===== src/rtl/sysmgr_seq_pkg.sv =====
// Shared definitions for the audio PLL power-up / recovery sequencer.
package sysmgr_seq_pkg;

  // Sequencer states (3-bit encoding, also exported on the debug state port)
  typedef enum logic [2:0] {
    PLL_RST   = 3'd0,
    WAIT_LOCK = 3'd1,
    STABLE    = 3'd2,
    RELEASE   = 3'd3,
    RUN       = 3'd4,
    FAULT     = 3'd5
  } seq_state_t;

  // Failed-attempt counter width; the counter saturates at all-ones
  localparam int RETRY_W = 3;
  localparam logic [RETRY_W-1:0] RETRY_SAT = '1;

  // Largest of four cycle parameters, used to size the shared cycle counter
  function automatic int max4(input int a, input int b, input int c, input int d);
    int m;
    m = a;
    if (b > m) m = b;
    if (c > m) m = c;
    if (d > m) m = d;
    return m;
  endfunction

endpackage


===== src/rtl/sysmgr_seq_sync_2ff.sv =====
// Generic two-flop synchroniser with synchronous reset to zero.
module sync_2ff #(
  parameter int W = 1
) (
  input  logic         clk_in,
  input  logic         rst_in,
  input  logic [W-1:0] d_in,
  output logic [W-1:0] q_out
);

  logic [W-1:0] meta_q;

  // Two register stages; the first may go metastable, the second is clean
  always_ff @(posedge clk_in) begin
    if (rst_in) begin
      meta_q <= '0;
      q_out  <= '0;
    end else begin
      meta_q <= d_in;
      q_out  <= meta_q;
    end
  end

endmodule


===== src/rtl/sysmgr_seq.sv =====
// Audio PLL power-up / recovery sequencer: pulses the PLL reset, waits for a
// stable lock (with timeout and bounded retries), releases the downstream
// resets one stage at a time, then watches lock in RUN and re-sequences on loss.
// soft_rst_req is a single-cycle pulse with no handshake; it is acted on at the
// edge where it is sampled high and overrides every other event on that edge.
module sysmgr_seq
  import sysmgr_seq_pkg::*;
#(
  parameter int PLL_RST_CYCLES = 16,
  parameter int LOCK_TIMEOUT   = 4096,
  parameter int STABLE_CYCLES  = 128,
  parameter int MAX_RETRIES    = 3,
  parameter int N_STAGES       = 3,
  parameter int STAGE_GAP      = 32,
  parameter int GLITCH_FILT    = 4
) (
  input  logic                clk_in,
  input  logic                rst_in,
  input  logic                pll_lock_in,
  input  logic                soft_rst_req,
  output logic                pll_rst_out,
  output logic [N_STAGES-1:0] rst_stage_out,
  output logic                rst_out,
  output logic                ready_out,
  output logic                fault_out,
  output logic [RETRY_W-1:0]  retry_cnt_out,
  output seq_state_t          state_out
);

  localparam int CNT_MAX = max4(PLL_RST_CYCLES, LOCK_TIMEOUT, STABLE_CYCLES, STAGE_GAP);
  localparam int CNT_W   = $clog2(CNT_MAX) + 1;
  localparam int LOW_W   = $clog2(GLITCH_FILT) + 1;

  localparam logic [CNT_W-1:0] PLL_RST_LAST = CNT_W'(PLL_RST_CYCLES - 1);
  localparam logic [CNT_W-1:0] TIMEOUT_LAST = CNT_W'(LOCK_TIMEOUT - 1);
  localparam logic [CNT_W-1:0] STABLE_LAST  = CNT_W'(STABLE_CYCLES - 1);
  localparam logic [CNT_W-1:0] GAP_LAST     = CNT_W'(STAGE_GAP - 1);
  localparam logic [LOW_W-1:0] LOW_LAST     = LOW_W'(GLITCH_FILT - 1);

  logic                lock_s;
  logic [CNT_W-1:0]    cnt;
  logic [LOW_W-1:0]    low_cnt;
  logic                in_lock_watch;
  logic                lock_lost;
  logic [N_STAGES-1:0] stage_shift;
  logic [RETRY_W-1:0]  retry_inc;
  logic                retry_exhausted;

  sync_2ff #(.W(1)) u_lock_sync (
    .clk_in (clk_in),
    .rst_in (rst_in),
    .d_in   (pll_lock_in),
    .q_out  (lock_s)
  );

  // Lock is only supervised once resets have started to come out
  assign in_lock_watch = (state_out == RELEASE) || (state_out == RUN);
  assign lock_lost     = in_lock_watch && !lock_s && (low_cnt == LOW_LAST);

  // Next stage mask: bit 0 releases first, so zeros enter from the bottom
  assign stage_shift = rst_stage_out << 1;

  assign retry_inc       = (retry_cnt_out == RETRY_SAT) ? RETRY_SAT : retry_cnt_out + RETRY_W'(1);
  assign retry_exhausted = (32'(retry_inc) > MAX_RETRIES);

  // Lock-low filter: counts consecutive low lock cycles in RELEASE/RUN
  always_ff @(posedge clk_in) begin
    if (rst_in || soft_rst_req) begin
      low_cnt <= '0;
    end else if (in_lock_watch && !lock_s && !lock_lost) begin
      low_cnt <= low_cnt + LOW_W'(1);
    end else begin
      low_cnt <= '0;
    end
  end

  // Sequencer FSM with the shared cycle counter and all registered outputs
  always_ff @(posedge clk_in) begin
    if (rst_in || soft_rst_req) begin
      state_out     <= PLL_RST;
      cnt           <= '0;
      pll_rst_out   <= 1'b1;
      rst_stage_out <= '1;
      rst_out       <= 1'b1;
      ready_out     <= 1'b0;
      fault_out     <= 1'b0;
      retry_cnt_out <= '0;
    end else begin
      case (state_out)
        PLL_RST: begin
          if (cnt == PLL_RST_LAST) begin
            state_out   <= WAIT_LOCK;
            cnt         <= '0;
            pll_rst_out <= 1'b0;
          end else begin
            cnt <= cnt + CNT_W'(1);
          end
        end

        WAIT_LOCK: begin
          if (lock_s) begin
            state_out <= STABLE;
            cnt       <= '0;
          end else if (cnt == TIMEOUT_LAST) begin
            cnt           <= '0;
            retry_cnt_out <= retry_inc;
            pll_rst_out   <= 1'b1;
            if (retry_exhausted) begin
              state_out <= FAULT;
              fault_out <= 1'b1;
            end else begin
              state_out <= PLL_RST;
            end
          end else begin
            cnt <= cnt + CNT_W'(1);
          end
        end

        STABLE: begin
          // Any low cycle restarts the lock wait without charging a retry
          if (!lock_s) begin
            state_out <= WAIT_LOCK;
            cnt       <= '0;
          end else if (cnt == STABLE_LAST) begin
            state_out <= RELEASE;
            cnt       <= '0;
          end else begin
            cnt <= cnt + CNT_W'(1);
          end
        end

        RELEASE: begin
          if (lock_lost) begin
            state_out     <= PLL_RST;
            cnt           <= '0;
            pll_rst_out   <= 1'b1;
            rst_stage_out <= '1;
            rst_out       <= 1'b1;
          end else begin
            // cnt wraps every STAGE_GAP cycles; one stage is released per wrap
            cnt <= (cnt == GAP_LAST) ? '0 : cnt + CNT_W'(1);
            if (cnt == '0) begin
              rst_stage_out <= stage_shift;
              rst_out       <= |stage_shift;
              if (stage_shift == '0) begin
                state_out     <= RUN;
                cnt           <= '0;
                ready_out     <= 1'b1;
                retry_cnt_out <= '0;
              end
            end
          end
        end

        RUN: begin
          if (lock_lost) begin
            state_out     <= PLL_RST;
            cnt           <= '0;
            pll_rst_out   <= 1'b1;
            rst_stage_out <= '1;
            rst_out       <= 1'b1;
            ready_out     <= 1'b0;
          end
        end

        FAULT: begin
          pll_rst_out   <= 1'b1;
          rst_stage_out <= '1;
          rst_out       <= 1'b1;
          ready_out     <= 1'b0;
          fault_out     <= 1'b1;
        end

        default: begin
          state_out     <= PLL_RST;
          cnt           <= '0;
          pll_rst_out   <= 1'b1;
          rst_stage_out <= '1;
          rst_out       <= 1'b1;
          ready_out     <= 1'b0;
          fault_out     <= 1'b0;
        end
      endcase
    end
  end

endmodule

===== config.mk =====
export PLATFORM = sky130hd
export DESIGN_NAME = sysmgr_seq
export DESIGN_NICKNAME = d
export VERILOG_FILES = /design/src/rtl/sysmgr_seq_pkg.sv /design/src/rtl/sysmgr_seq_sync_2ff.sv /design/src/rtl/sysmgr_seq.sv
export SDC_FILE = /design/constraint.sdc
export NUM_CORES = 1
export LEC_CHECK = 0
export CORE_ASPECT_RATIO = 1.5
export CORE_MARGIN = 4
export CORE_UTILIZATION = 51
export CTS_CLUSTER_SIZE = 30
export DETAILED_ROUTE_END_ITERATION = 12
export PLACE_DENSITY_LB_ADDON = 0.12
export SYNTH_ARGS = -nofsm -noshare
export SYNTH_HDL_FRONTEND = slang
export SYNTH_SLANG_ARGS = --single-unit

===== constraint.sdc =====
create_clock -name clk_in -period 2.4 [get_ports clk_in]
set_clock_uncertainty 0.15 [all_clocks]
set_input_delay 0.48 -clock clk_in [delete_from_list [all_inputs] [get_ports clk_in]]
set_output_delay 0.48 -clock clk_in [all_outputs]
set_load 0.005 [all_outputs]

==> out/metrics.cfg <==
[outcome]
outcome = finished clean

[routing]
vias = 1831
avgRoutedWirePerCell_um = 16.10
ant_nets = 0
drt-total-wl_um = 4845
viasPerCell = 6.083
first_pass_iters = 5
first_iter_violations = 56
drc = 0

[worst_setup_path]
crit_required_ns = 2.42
critical_path.endpoint_type = register
startpoint_type = register
crit_arrival_ns = 2.35
critPathKind = register to register
critPathMaxFanout = 11

[global_route]
grt_pass1_wl_um = 8390
grtUsageTotal_pct = 23.49
grt_max_degree = 16
grt_pass1_vias = 1839
antenna_found_initial = 0
globalRouteOverflowTotal = 0

[floorplanning]
die_w_um = 56.08
die_h_um = 80.11
design.core.area_um2 = 3253
row_count = 25
start_util_pct = 54.35
die_area_um2 = 4492
io_pins = 17

[sta]
max_clock_freq_mhz = 428.1
whs_ns = 0.2920
finalHoldViolCount = 0
fin_crit_sh_pct = 97.32
maxSlewHeadroom_pct = 71.35
fin_crit_ns = 2.336
drv_slew = 0
finalSetupViolations = 0
tightest_slew_ns = 0.4268

[finish]
area_delta_synth_final_pct = 27.32
fin_util_pct = 69.19
num-nets-final = 269
num-fill-cells = 288
fin_area_um2 = 2251
multiInputGateArea_um2 = 1099
drive_gt1_share_pct = 21.07
layout_commonest_cell = dfxtp_1
n_antenna_cell = 0
final_cell_mix = dfxtp_1 (31), nand2_1 (28), buf_4 (27), nor2_1 (20)
seqCellArea_um2 = 620.6

[power_and_ir_drop]
max-vdd-ir-drop_mv = 0.4165
p_per_area_nw_per_um2 = 448.1
power_frac_clock_pct = 44.6
p_sw_w = 0.0002113
finalPower_w = 0.001009
internal_power_w = 0.0007973
p_comb_share_pct = 3.9
p_seq_share_pct = 51.5
p_leak_nw = 0.8651
switching_share_pct = 20.95

[cts]
numCtsBuffers = 5
cts_tree = done
path_clk_slew_ns = 0.06
cts.sinks = 31
cts_root_buf = clkbuf_8
cts_buffer_depth = 2
clk_latency_ns = 0.28
cts_hold_buf = 0
h-tree-depth = 2

[placed_design]
hpwlAfterDp_um = 3471
placedInstanceArea_um2 = 2103
port_buffers = 16
routabilityCongestion = 0.9223

[synthesis]
ys_ff_latch = 31
ys.flop_type = dfxtp_1
netlist_instances = 222
synth_cell_types = 52
yosysWarningCount = 0
postSynth.asyncResetShare_pct = 0
seq_area_frac_synth_pct = 35.10
avgSynthCellArea_um2 = 7.964
syn_nets = 231
syn_area_um2 = 1768
synth_edf_count = 0

[job]
drv_cap = 0

[min_path]
hold_class = register to register

==> worst paths after layout <==
check | endpoint | slack (ns) | start | cells after the start
setup / recovery | cnt[5]$_SDFFE_PP0P_ | 0.06 | cnt[7]$_SDFFE_PP0P_ | 7
hold reg to reg | low_cnt[0]$_SDFF_PP0_ | 0.29 | low_cnt[0]$_SDFF_PP0_ | 1
setup reg to reg | cnt[5]$_SDFFE_PP0P_ | 0.06 | cnt[7]$_SDFFE_PP0P_ | 7
hold / removal | low_cnt[0]$_SDFF_PP0_ | 0.29 | low_cnt[0]$_SDFF_PP0_ | 1
==> layout make-up <==
type	instances	area share, %
multi-input combinational	174	48.80
sequential	31	27.57
timing repair buffer	43	16.12
clock buffer	8	4.447
tap	40	2.223
inverter	5	0.8338
==> flip-flops by register name, summed over array words and instances (netlist names) <==
signal / flops
cnt: 13
u_lock_sync.meta_q: 1
ready_out: 1
rst_out: 1
u_lock_sync.q_out: 1
pll_rst_out: 1
rst_stage_out: 3
fault_out: 1
low_cnt: 3
retry_cnt_out: 3
state_out: 3
==> Yosys cell counts, drive strengths merged (2+ instances only) <==
master,number,area [um2]
ha,5,62.56
and3,5,36.28
nand4,6,37.54
nor4b,2,17.52
o21ai,20,103.9
or3,2,12.51
mux2i,3,30.03
o22ai,3,18.77
a211oi,6,57.56
nand2,28,105.1
clkbuf,4,18.77
nand3,7,35.03
or4,3,26.27
nor2,20,75.07
o41a,2,22.52
nor2b,4,25.02
nor3,15,75.07
nor4,3,18.77
buf,8,58.81
a21oi,11,55.05
a22oi,2,15.01
nand2b,2,12.51
inv,5,18.77
dfxtp,31,620.6
or2,3,18.77
o211ai,3,27.52
o21a,3,22.52
==> per-layer routing <==
layer	part of all wire [%]	vias to the layer above	GRT usage, %
met5	0	-	0
met4	3.0	0	12.11
met3	4.4	14	6.109
met2	54	59	42.39
met1	39	866	24.75
li1	-	892	-
==> through the flow <==
step | setup WS (ns) | setup TNS (ns) | std cells
detailed placement | 0.06513 | 0 | 293
global placement | 0.1107 | 0 | 293
floorplan | 0.06459 | 0 | 222
finish | 0.06434 | 0 | 301
global route | -0.007998 | -0.007998 | 301
CTS | 0.03903 | 0 | 301
==> critical path: stages, from the launching register on <==
cell and delay [ns]:
dfxtp_1 0.33, or4_4 0.56, or4_4 0.50, o21ai_2 0.17, nand2_1 0.07, buf_4 0.18, or3b_2 0.20, a21oi_1 0.06
==> kinds of logic after synthesis <==
family                     Yosys count  synth area share (%)
and+or+nand+nor                    106                 30.93
AOI/OAI and AO/OA                   58                 22.29
DFF                                 31                 35.10
buffers and inverters               17                 5.450
adders and majority gates            5                 3.539
muxes                                3                 1.699
xor gates and xnor gates             2                0.9910
==> what timing repair did <==
action	CTS	global route
setup endpoints to repair	0	12
gates resized for setup	0	11
setup buffers	0	0
==> power by group through the flow <==
stage | Sequential (W) | Combinational [W] | Clock [W]
3_3_place_gp | 0.000531 | 0.0000370 | 0
3_5_place_dp | 0.000531 | 0.0000381 | 0
4_1_cts | 0.000519 | 0.0000383 | 0.000455
5_1_grt | 0.000519 | 0.0000429 | 0.000484
6_report | 0.000520 | 0.0000389 | 0.000450
2_1_floorplan | 0.000531 | 0.0000212 | 0
Note: power is estimated with default switching activity, not from simulation.
